--- src/rtl/xy_sched_pkg.sv ---
// Shared definitions for the XY point scheduler: FSM states, DAC axis codes
// and the DAC word width.
package xy_sched_pkg;

    localparam int DAC_W = 12;

    localparam logic AXIS_X = 1'b0;
    localparam logic AXIS_Y = 1'b1;

    typedef enum logic [2:0] {
        ST_IDLE   = 3'd0,
        ST_SEND_X = 3'd1,
        ST_WAIT_X = 3'd2,
        ST_SEND_Y = 3'd3,
        ST_WAIT_Y = 3'd4,
        ST_LATCH  = 3'd5,
        ST_DWELL  = 3'd6
    } sched_state_t;

endpackage

--- src/rtl/sched_timer.sv ---
// Loadable down-counter that saturates at zero; expired is high while the
// count sits at zero. Shared by the LDAC pulse and the dwell hold.
module sched_timer #(
    parameter int WIDTH = 8
) (
    input  logic             clk,
    input  logic             reset,
    input  logic             load,
    input  logic [WIDTH-1:0] count_value,
    input  logic             count_en,
    output logic             expired
);

    logic [WIDTH-1:0] count;

    always_ff @(posedge clk or posedge reset) begin
        if (reset) begin
            count <= '0;
        end else if (load) begin
            count <= count_value;
        end else if (count_en && (count != '0)) begin
            count <= count - 1'b1;
        end
    end

    assign expired = (count == '0);

endmodule

--- src/rtl/xy_point_scheduler.sv ---
// Takes XY points over a valid/ready handshake, sends X then Y to the SPI DAC
// driver, pulses the active-low LDAC latch and holds each point for its dwell.
module xy_point_scheduler
    import xy_sched_pkg::*;
#(
    parameter int LDAC_CYCLES = 2,
    parameter int DWELL_WIDTH = 8
) (
    input  logic                   clk,
    input  logic                   reset,
    input  logic [DAC_W-1:0]       pt_x,
    input  logic [DAC_W-1:0]       pt_y,
    input  logic [DWELL_WIDTH-1:0] pt_dwell,
    input  logic                   pt_valid,
    output logic                   pt_ready,
    output logic [DAC_W-1:0]       dac_value,
    output logic                   dac_axis,
    output logic                   dac_strobe,
    input  logic                   dac_ready,
    output logic                   ldac_pin,
    output logic                   busy,
    output logic [15:0]            points_done
);

    // The timer must hold both the LDAC pulse length (up to 15) and any dwell.
    localparam int TMR_W = (DWELL_WIDTH > 4) ? DWELL_WIDTH : 4;
    localparam logic [TMR_W-1:0] LDAC_LOAD = TMR_W'(LDAC_CYCLES - 1);

    sched_state_t state;
    sched_state_t state_nxt;

    logic [DAC_W-1:0]       x_q;
    logic [DAC_W-1:0]       y_q;
    logic [DWELL_WIDTH-1:0] dwell_q;
    logic [15:0]            done_cnt;

    logic             accept;
    logic             send_fire;
    logic             tmr_load;
    logic [TMR_W-1:0] tmr_value;
    logic             tmr_en;
    logic             tmr_expired;

    assign accept    = pt_valid && pt_ready;
    assign send_fire = ((state == ST_SEND_X) || (state == ST_SEND_Y)) && dac_ready;

    always_ff @(posedge clk or posedge reset) begin
        if (reset) begin
            state <= ST_IDLE;
        end else begin
            state <= state_nxt;
        end
    end

    // dac_strobe is high only in the first WAIT cycle, which is exactly the
    // cycle whose dac_ready must be ignored (the driver drops it a cycle late).
    always_comb begin
        state_nxt = state;
        case (state)
            ST_IDLE:   if (accept)                   state_nxt = ST_SEND_X;
            ST_SEND_X: if (dac_ready)                state_nxt = ST_WAIT_X;
            ST_WAIT_X: if (!dac_strobe && dac_ready) state_nxt = ST_SEND_Y;
            ST_SEND_Y: if (dac_ready)                state_nxt = ST_WAIT_Y;
            ST_WAIT_Y: if (!dac_strobe && dac_ready) state_nxt = ST_LATCH;
            ST_LATCH:  if (tmr_expired)              state_nxt = ST_DWELL;
            ST_DWELL:  if (tmr_expired)              state_nxt = ST_IDLE;
            default:                                 state_nxt = ST_IDLE;
        endcase
    end

    always_comb begin
        pt_ready = (state == ST_IDLE) && !reset;
        busy     = (state != ST_IDLE);
        ldac_pin = (state != ST_LATCH);
    end

    // One timer serves both holds: loaded with LDAC_CYCLES-1 on entry to
    // LATCH, then reloaded with the dwell on the LATCH-to-DWELL step.
    always_comb begin
        tmr_load  = 1'b0;
        tmr_value = LDAC_LOAD;
        tmr_en    = (state == ST_LATCH) || (state == ST_DWELL);
        if ((state == ST_WAIT_Y) && (state_nxt == ST_LATCH)) begin
            tmr_load = 1'b1;
        end else if ((state == ST_LATCH) && tmr_expired) begin
            tmr_load  = 1'b1;
            tmr_value = TMR_W'(dwell_q);
        end
    end

    sched_timer #(
        .WIDTH(TMR_W)
    ) u_timer (
        .clk        (clk),
        .reset      (reset),
        .load       (tmr_load),
        .count_value(tmr_value),
        .count_en   (tmr_en),
        .expired    (tmr_expired)
    );

    always_ff @(posedge clk) begin
        if (accept) begin
            x_q     <= pt_x;
            y_q     <= pt_y;
            dwell_q <= pt_dwell;
        end
    end

    // Value and axis only change together with a strobe, so they stay stable
    // for the driver until the next command.
    always_ff @(posedge clk or posedge reset) begin
        if (reset) begin
            dac_strobe <= 1'b0;
            dac_value  <= '0;
            dac_axis   <= AXIS_X;
            done_cnt   <= '0;
        end else begin
            dac_strobe <= send_fire;
            if (send_fire) begin
                dac_value <= (state == ST_SEND_X) ? x_q : y_q;
                dac_axis  <= (state == ST_SEND_X) ? AXIS_X : AXIS_Y;
            end
            if ((state == ST_DWELL) && tmr_expired) begin
                done_cnt <= done_cnt + 16'd1;
            end
        end
    end

    assign points_done = done_cnt;

endmodule

--- config.mk ---
export PLATFORM = sky130hd
export DESIGN_NAME = xy_point_scheduler
export DESIGN_NICKNAME = d
export VERILOG_FILES = /design/src/rtl/xy_sched_pkg.sv /design/src/rtl/sched_timer.sv /design/src/rtl/xy_point_scheduler.sv
export SDC_FILE = /design/constraint.sdc
export NUM_CORES = 1
export LEC_CHECK = 0
export CORE_MARGIN = 3
export CORE_UTILIZATION = 40
export DETAILED_ROUTE_END_ITERATION = 12
export MAX_ROUTING_LAYER = met4
export PLACE_DENSITY = 0.74
export SLEW_MARGIN = 20
export SYNTH_ARGS = -nofsm -noshare
export SYNTH_HDL_FRONTEND = slang
export SYNTH_HIERARCHICAL = 1
export SYNTH_SLANG_ARGS = --single-unit
--- constraint.sdc ---
create_clock -name clk -period 2.86 [get_ports clk]
set_clock_uncertainty 0.15 [all_clocks]
set_input_delay 0.429 -clock clk [delete_from_list [all_inputs] [get_ports clk]]
set_output_delay 0.429 -clock clk [all_outputs]
set_load 0.05 [all_outputs]
After elaboration in Yosys (flattened, before gate mapping)
Cells that the tools add are included.
{ "totals": {"output_inout_bits": 33, "reg_bits": 73} }
{ "classes": {"n_mux": 16, "n_eq_ne": 8, "reduce_logical": 17, "n_addsub": 2} }
{ "ops": {"columns": ["op", "n"], "rows": [
  ["8-bit two-way mux", 4],
  ["3-bit two-way mux", 7],
  ["3-bit one-hot mux with 7 select lines", 1],
  ["16-bit by 1-bit adder with 16-bit output, second input constant", 1],
  ["3-bit equality test, second input constant", 4],
  ["12-bit two-way mux", 1],
  ["1-bit logical AND", 8],
  ["8-bit logical NOT", 1],
  ["8-bit nonzero test", 1],
  ["8-bit by 1-bit subtractor with 8-bit output, second input constant", 1],
  ["3-bit by 2-bit equality test with 1-bit output, second input constant", 2],
  ["3-bit by 1-bit equality test with 1-bit output, second input constant", 1],
  ["3-bit logical NOT", 1],
  ["1-bit two-way mux", 3],
  ["3-bit inequality test, second input constant", 1],
  ["3-bit nonzero test", 1],
  ["1-bit logical NOT", 2],
  ["1-bit logical OR", 2],
  ["2-bit nonzero test", 1]
]} }

Longest topological paths before layout
{ "depth": {"ltp_word": 9, "mapped_depth": 10} }

By module
The synthesis kept the hierarchy.
{ "modules_own_cells": {"columns": ["module", "seq_area_each_um2", "instances", "area_each_um2", "cells_each"], "rows": [
  ["xy_point_scheduler", 1786.7, 1, 2542.4, 195],
  ["sched_timer", 200.2, 1, 495.5, 53]
]} }

Worst setup path after synthesis
OpenSTA, ideal clock, no wires.
{ "synth_path": {"kind": "register to register", "from": "reg state[2]", "to": "reg dwell_q[0] (enable)", "n_path_buf": 1, "required_ns": 2.323, "t_arrival_ns": 2.744, "path_slack_ns": -0.421, "setup_time_ns": 0.387, "stages_incl_launch_ff": 6, "cell_sequence": "dfrtp_1 buf_2 or3_1 nor2_1 nand2_1 inv_1"} }
{ "synth_between": {"elab_chain_cells": 3} }
{ "synth_lines": {"columns": ["element", "line_no", "rtl"], "rows": [
  ["start, declared", "xy_point_scheduler.sv:29", "sched_state_t state;"],
  ["start signal, assigned", "xy_point_scheduler.sv:51", "state <= state_nxt;"],
  ["3-bit logical NOT", "xy_point_scheduler.sv:72", "pt_ready = (state == ST_IDLE) && !reset;"],
  ["1-bit logical AND", "xy_point_scheduler.sv:72", null],
  ["named net pt_ready", "xy_point_scheduler.sv:15", "output logic pt_ready,"],
  ["1-bit logical AND", "xy_point_scheduler.sv:44", "assign accept = pt_valid && pt_ready;"],
  ["named net accept", "xy_point_scheduler.sv:37", "logic accept;"],
  ["end signal, assigned", "xy_point_scheduler.sv:106", "dwell_q <= pt_dwell;"],
  ["end, declared", "xy_point_scheduler.sv:34", "logic [DWELL_WIDTH-1:0] dwell_q;"]
]} }
The timed path passes the listed nets, and every way through them passes these cells.
A chain may end at the register's enable or synchronous reset.

Worst setup path after layout
{ "layout_path": {"from": "reg u_timer.count[0]", "to": "reg done_cnt[6] (netlist: points_done[6])"} }
{ "layout_between": {"elab_chain_cells": 2} }
{ "layout_lines": {"columns": ["element", "line_no", "rtl"], "rows": [
  ["start, declared", "sched_timer.sv:14", "logic [WIDTH-1:0] count;"],
  ["start signal, assigned", "sched_timer.sv:20", "count <= count_value;"],
  ["start signal, assigned", "sched_timer.sv:22", "count <= count - 1'b1;"],
  ["8-bit logical NOT", "sched_timer.sv:26", "assign expired = (count == '0);"],
  ["named net tmr_expired", "xy_point_scheduler.sv:42", "logic tmr_expired;"],
  ["1-bit logical AND", "xy_point_scheduler.sv:124", "if ((state == ST_DWELL) && tmr_expired) begin"],
  ["end signal, assigned", "xy_point_scheduler.sv:125", "done_cnt <= done_cnt + 16'd1;"],
  ["end, declared", "xy_point_scheduler.sv:35", "logic [15:0] done_cnt;"]
]} }
The timed path passes the listed nets, and every way through them passes these cells.

==> impl_metrics.ini <==
[global_route]
grt_pass1_vias = 1985
grt_max_degree = 33
antenna_found_initial = 0
grtUsageTotal = 0.149
grt_pass1_wl_mm = 9.64
grt.overflow.total = 0

[clock_network]
cts_tree = built
cts-buffers-inserted = 9
path_clk_slew_ns = 0.08
insertion_delay_ns = 0.34
clock-root-buffer = clkbuf_8
htree_levels = 3
clkSinkCount = 73
post_cts_resized = 0
cts_hold_buf = 0
post_cts_buffers = 0
cts.path.max_buffers = 2

[timing]
slew_viol_final = 0
max_slew_margin = 0.562
period_minus_slack_ns = 2.68
tightestPinTransition_ns = 0.656
finalSetupViolations = 0
fin_crit_sh = 0.936
finalSetupTns_ns = 0
hold_viol = 0
max_freq_mhz = 374
rsz0062_at_grt = false
worst_hold_slack_ns = 0.258

[detailed_routing]
drc = 0
dr.first_iter.drc_count = 90
wl_per_cell_um = 13.7
dr.pass1.iters = 4
via_per_inst = 4.95
dr_total_vias = 2123
drt_wl_total_mm = 5.89
postRouteAntennaNets = 0

[critical_path]
critPathKind = reg2reg
crit_path_start_kind = register
critical_path.endpoint_type = register
worstPathMaxFanout = 6
crit_required_ns = 2.93
arrival_ns = 2.75
reg2reg_slack_ns = 0.18

[synthesis]
yosysTopAreaCellShare = 0.338
ys_ff_latch = 73
yosysMostFrequentCell = dfrtp_1
synth_common_cells = dfrtp_1, edfxtp_1, nand2_1
synth_top_area_cell = dfrtp_1
synthTopCellsByArea = dfrtp_1, edfxtp_1, xnor2_1
synth-seq-area-share = 0.654
ys_warn_count = 6
syn-num-nets = 287
syn_area_mm2 = 0.00304
syn_area_per_cell_um2 = 12.2
ys.flop_type = dfrtp_1
synth_cells = 248
async_flop_share = 0.562
synth_cell_types = 44
synth-edff-count = 32

[floorplan]
dieArea_mm2 = 0.00868
pin_count = 69
rows = 31
start_util = 0.417
die_y_um = 93.2
dieWidth_um = 93.2
core_area_mm2 = 0.00729

[placement]
gp_congestion = 0.910
hpwlAfterDp_mm = 4.24
portBuffers = 68

[job]
cap_viol_max_count = 0

[finish]
finalNetCount = 364
drive_gt1_frac = 0.103
n_antenna_cell = 0
synthToLayoutAreaGrowth_pct = 33.3

[power]
cellPowerDensity_mw_per_mm2 = 889
leakagePower_nw = 1.56
peakVddDrop_mv = 0.487

[outcome]
status = finished clean

[min_path]
hp-class = in2async
## metal layers
| metal | share of wire | wire length [um] | GRT usage |
|---|---|---|---|
| met1 | 0.46 | 2680 | 0.190 |
| met2 | 0.47 | 2740 | 0.221 |
| met3 | 0.053 | 312 | 0.0378 |
| met4 | 0.026 | 153 | 0.0769 |
| met5 | 0 | 0 | - |
## final timing paths
kind | startpoint | to | cells past startpoint
hold reg to reg | points_done[15] | points_done[15] | 1
setup reg to reg | u_timer/count[0] | points_done[6] | 8
hold / removal | reset | u_timer/count[4] | 2
max in group asynchronous | reset | dac_value[6] | 3
setup / recovery | u_timer/count[0] | points_done[6] | 8
min in group clk | points_done[15] | points_done[15] | 1
## where the power goes
part	switching, W	internal (W)	total (W)
Clock	0.000380	0.000402	0.000783
Sequential	0.000173	0.00131	0.00149
Combinational	0.000828	0.000503	0.00133
Total	0.00138	0.00222	0.00360
## layout make-up
class                           instances  area, um2
Clock buffer                            9        124
Sequential cell                        73       1990
Fill cell                             650       3240
Tap cell                               99        124
Clock inverter                          7       70.1
Multi-Input combinational cell        156        970
Timing Repair Buffer                   76        738
Inverter                                9       37.5
## critical path, cell delays in order, from the launching register on
cell     delay, ns
dfrtp_1       0.38
inv_1         0.11
ha_1          0.17
or4b_4        0.50
nor2_1        0.28
and4b_1       0.36
and3_1        0.31
nand4_1       0.15
xnor2_1       0.15
## per-stage QoR
stage                     power (W)  utilization  cells  setup slack, ns  area (um2)
final                       0.00360        0.555    429            0.183        4050
after global routing        0.00380        0.555    429          0.00235        4050
after CTS                   0.00363        0.555    429            0.167        4050
after detailed placement    0.00284        0.529    413            0.194        3860
after global placement      0.00281        0.529    413            0.346        3860
after floorplan             0.00239            -    248           0.0766        3040
## registers in the layout, summed over array words and instances, names as in the netlist
register and cells:
state 3, x_q 12, y_q 12, points_done 16, u_timer/count 8, dwell_q 8, dac_strobe 1, dac_axis 1
dac_value 12
## placed cells by master, fill, tap and decap left out, types with 2 or more instances in the layout
cell             netlist  layout
clkdlybuf4s50_1        0      67
dfrtp_1               41      41
edfxtp_1              32      32
nand2_1               27      27
o21ai_0               21      21
xnor2_1               16      16
nor2_1                12      11
o22ai_1               11      11
clkbuf_8               0       9
buf_4                  2       9
inv_1                  9       8
nand3_1                7       7
and2_1                 7       7
nand4_1                6       6
nand2b_1               5       5
a21oi_1                5       5
nand3b_1               3       3
xor2_1                 3       3
ha_1                   3       3
clkinv_2               0       3
o21ai_1                3       3
and3_1                 2       2
nor3_1                 2       2
or3_1                  2       2
clkinvlp_4             0       2
## cells by family (layout without fill, tap and decap cells)
kind of cell	Yosys count	in the layout	share of synthesized area
xor gates and xnor gates	19	19	0.0548
buffers and inverters	19	101	0.0276
AOI/OAI and AO/OA	49	49	0.0943
and+or+nand+nor	83	83	0.150
DFF	73	73	0.654
muxes	2	2	0.00741
adders and majority gates	3	3	0.0124
Power figures use the tool's default switching activity.
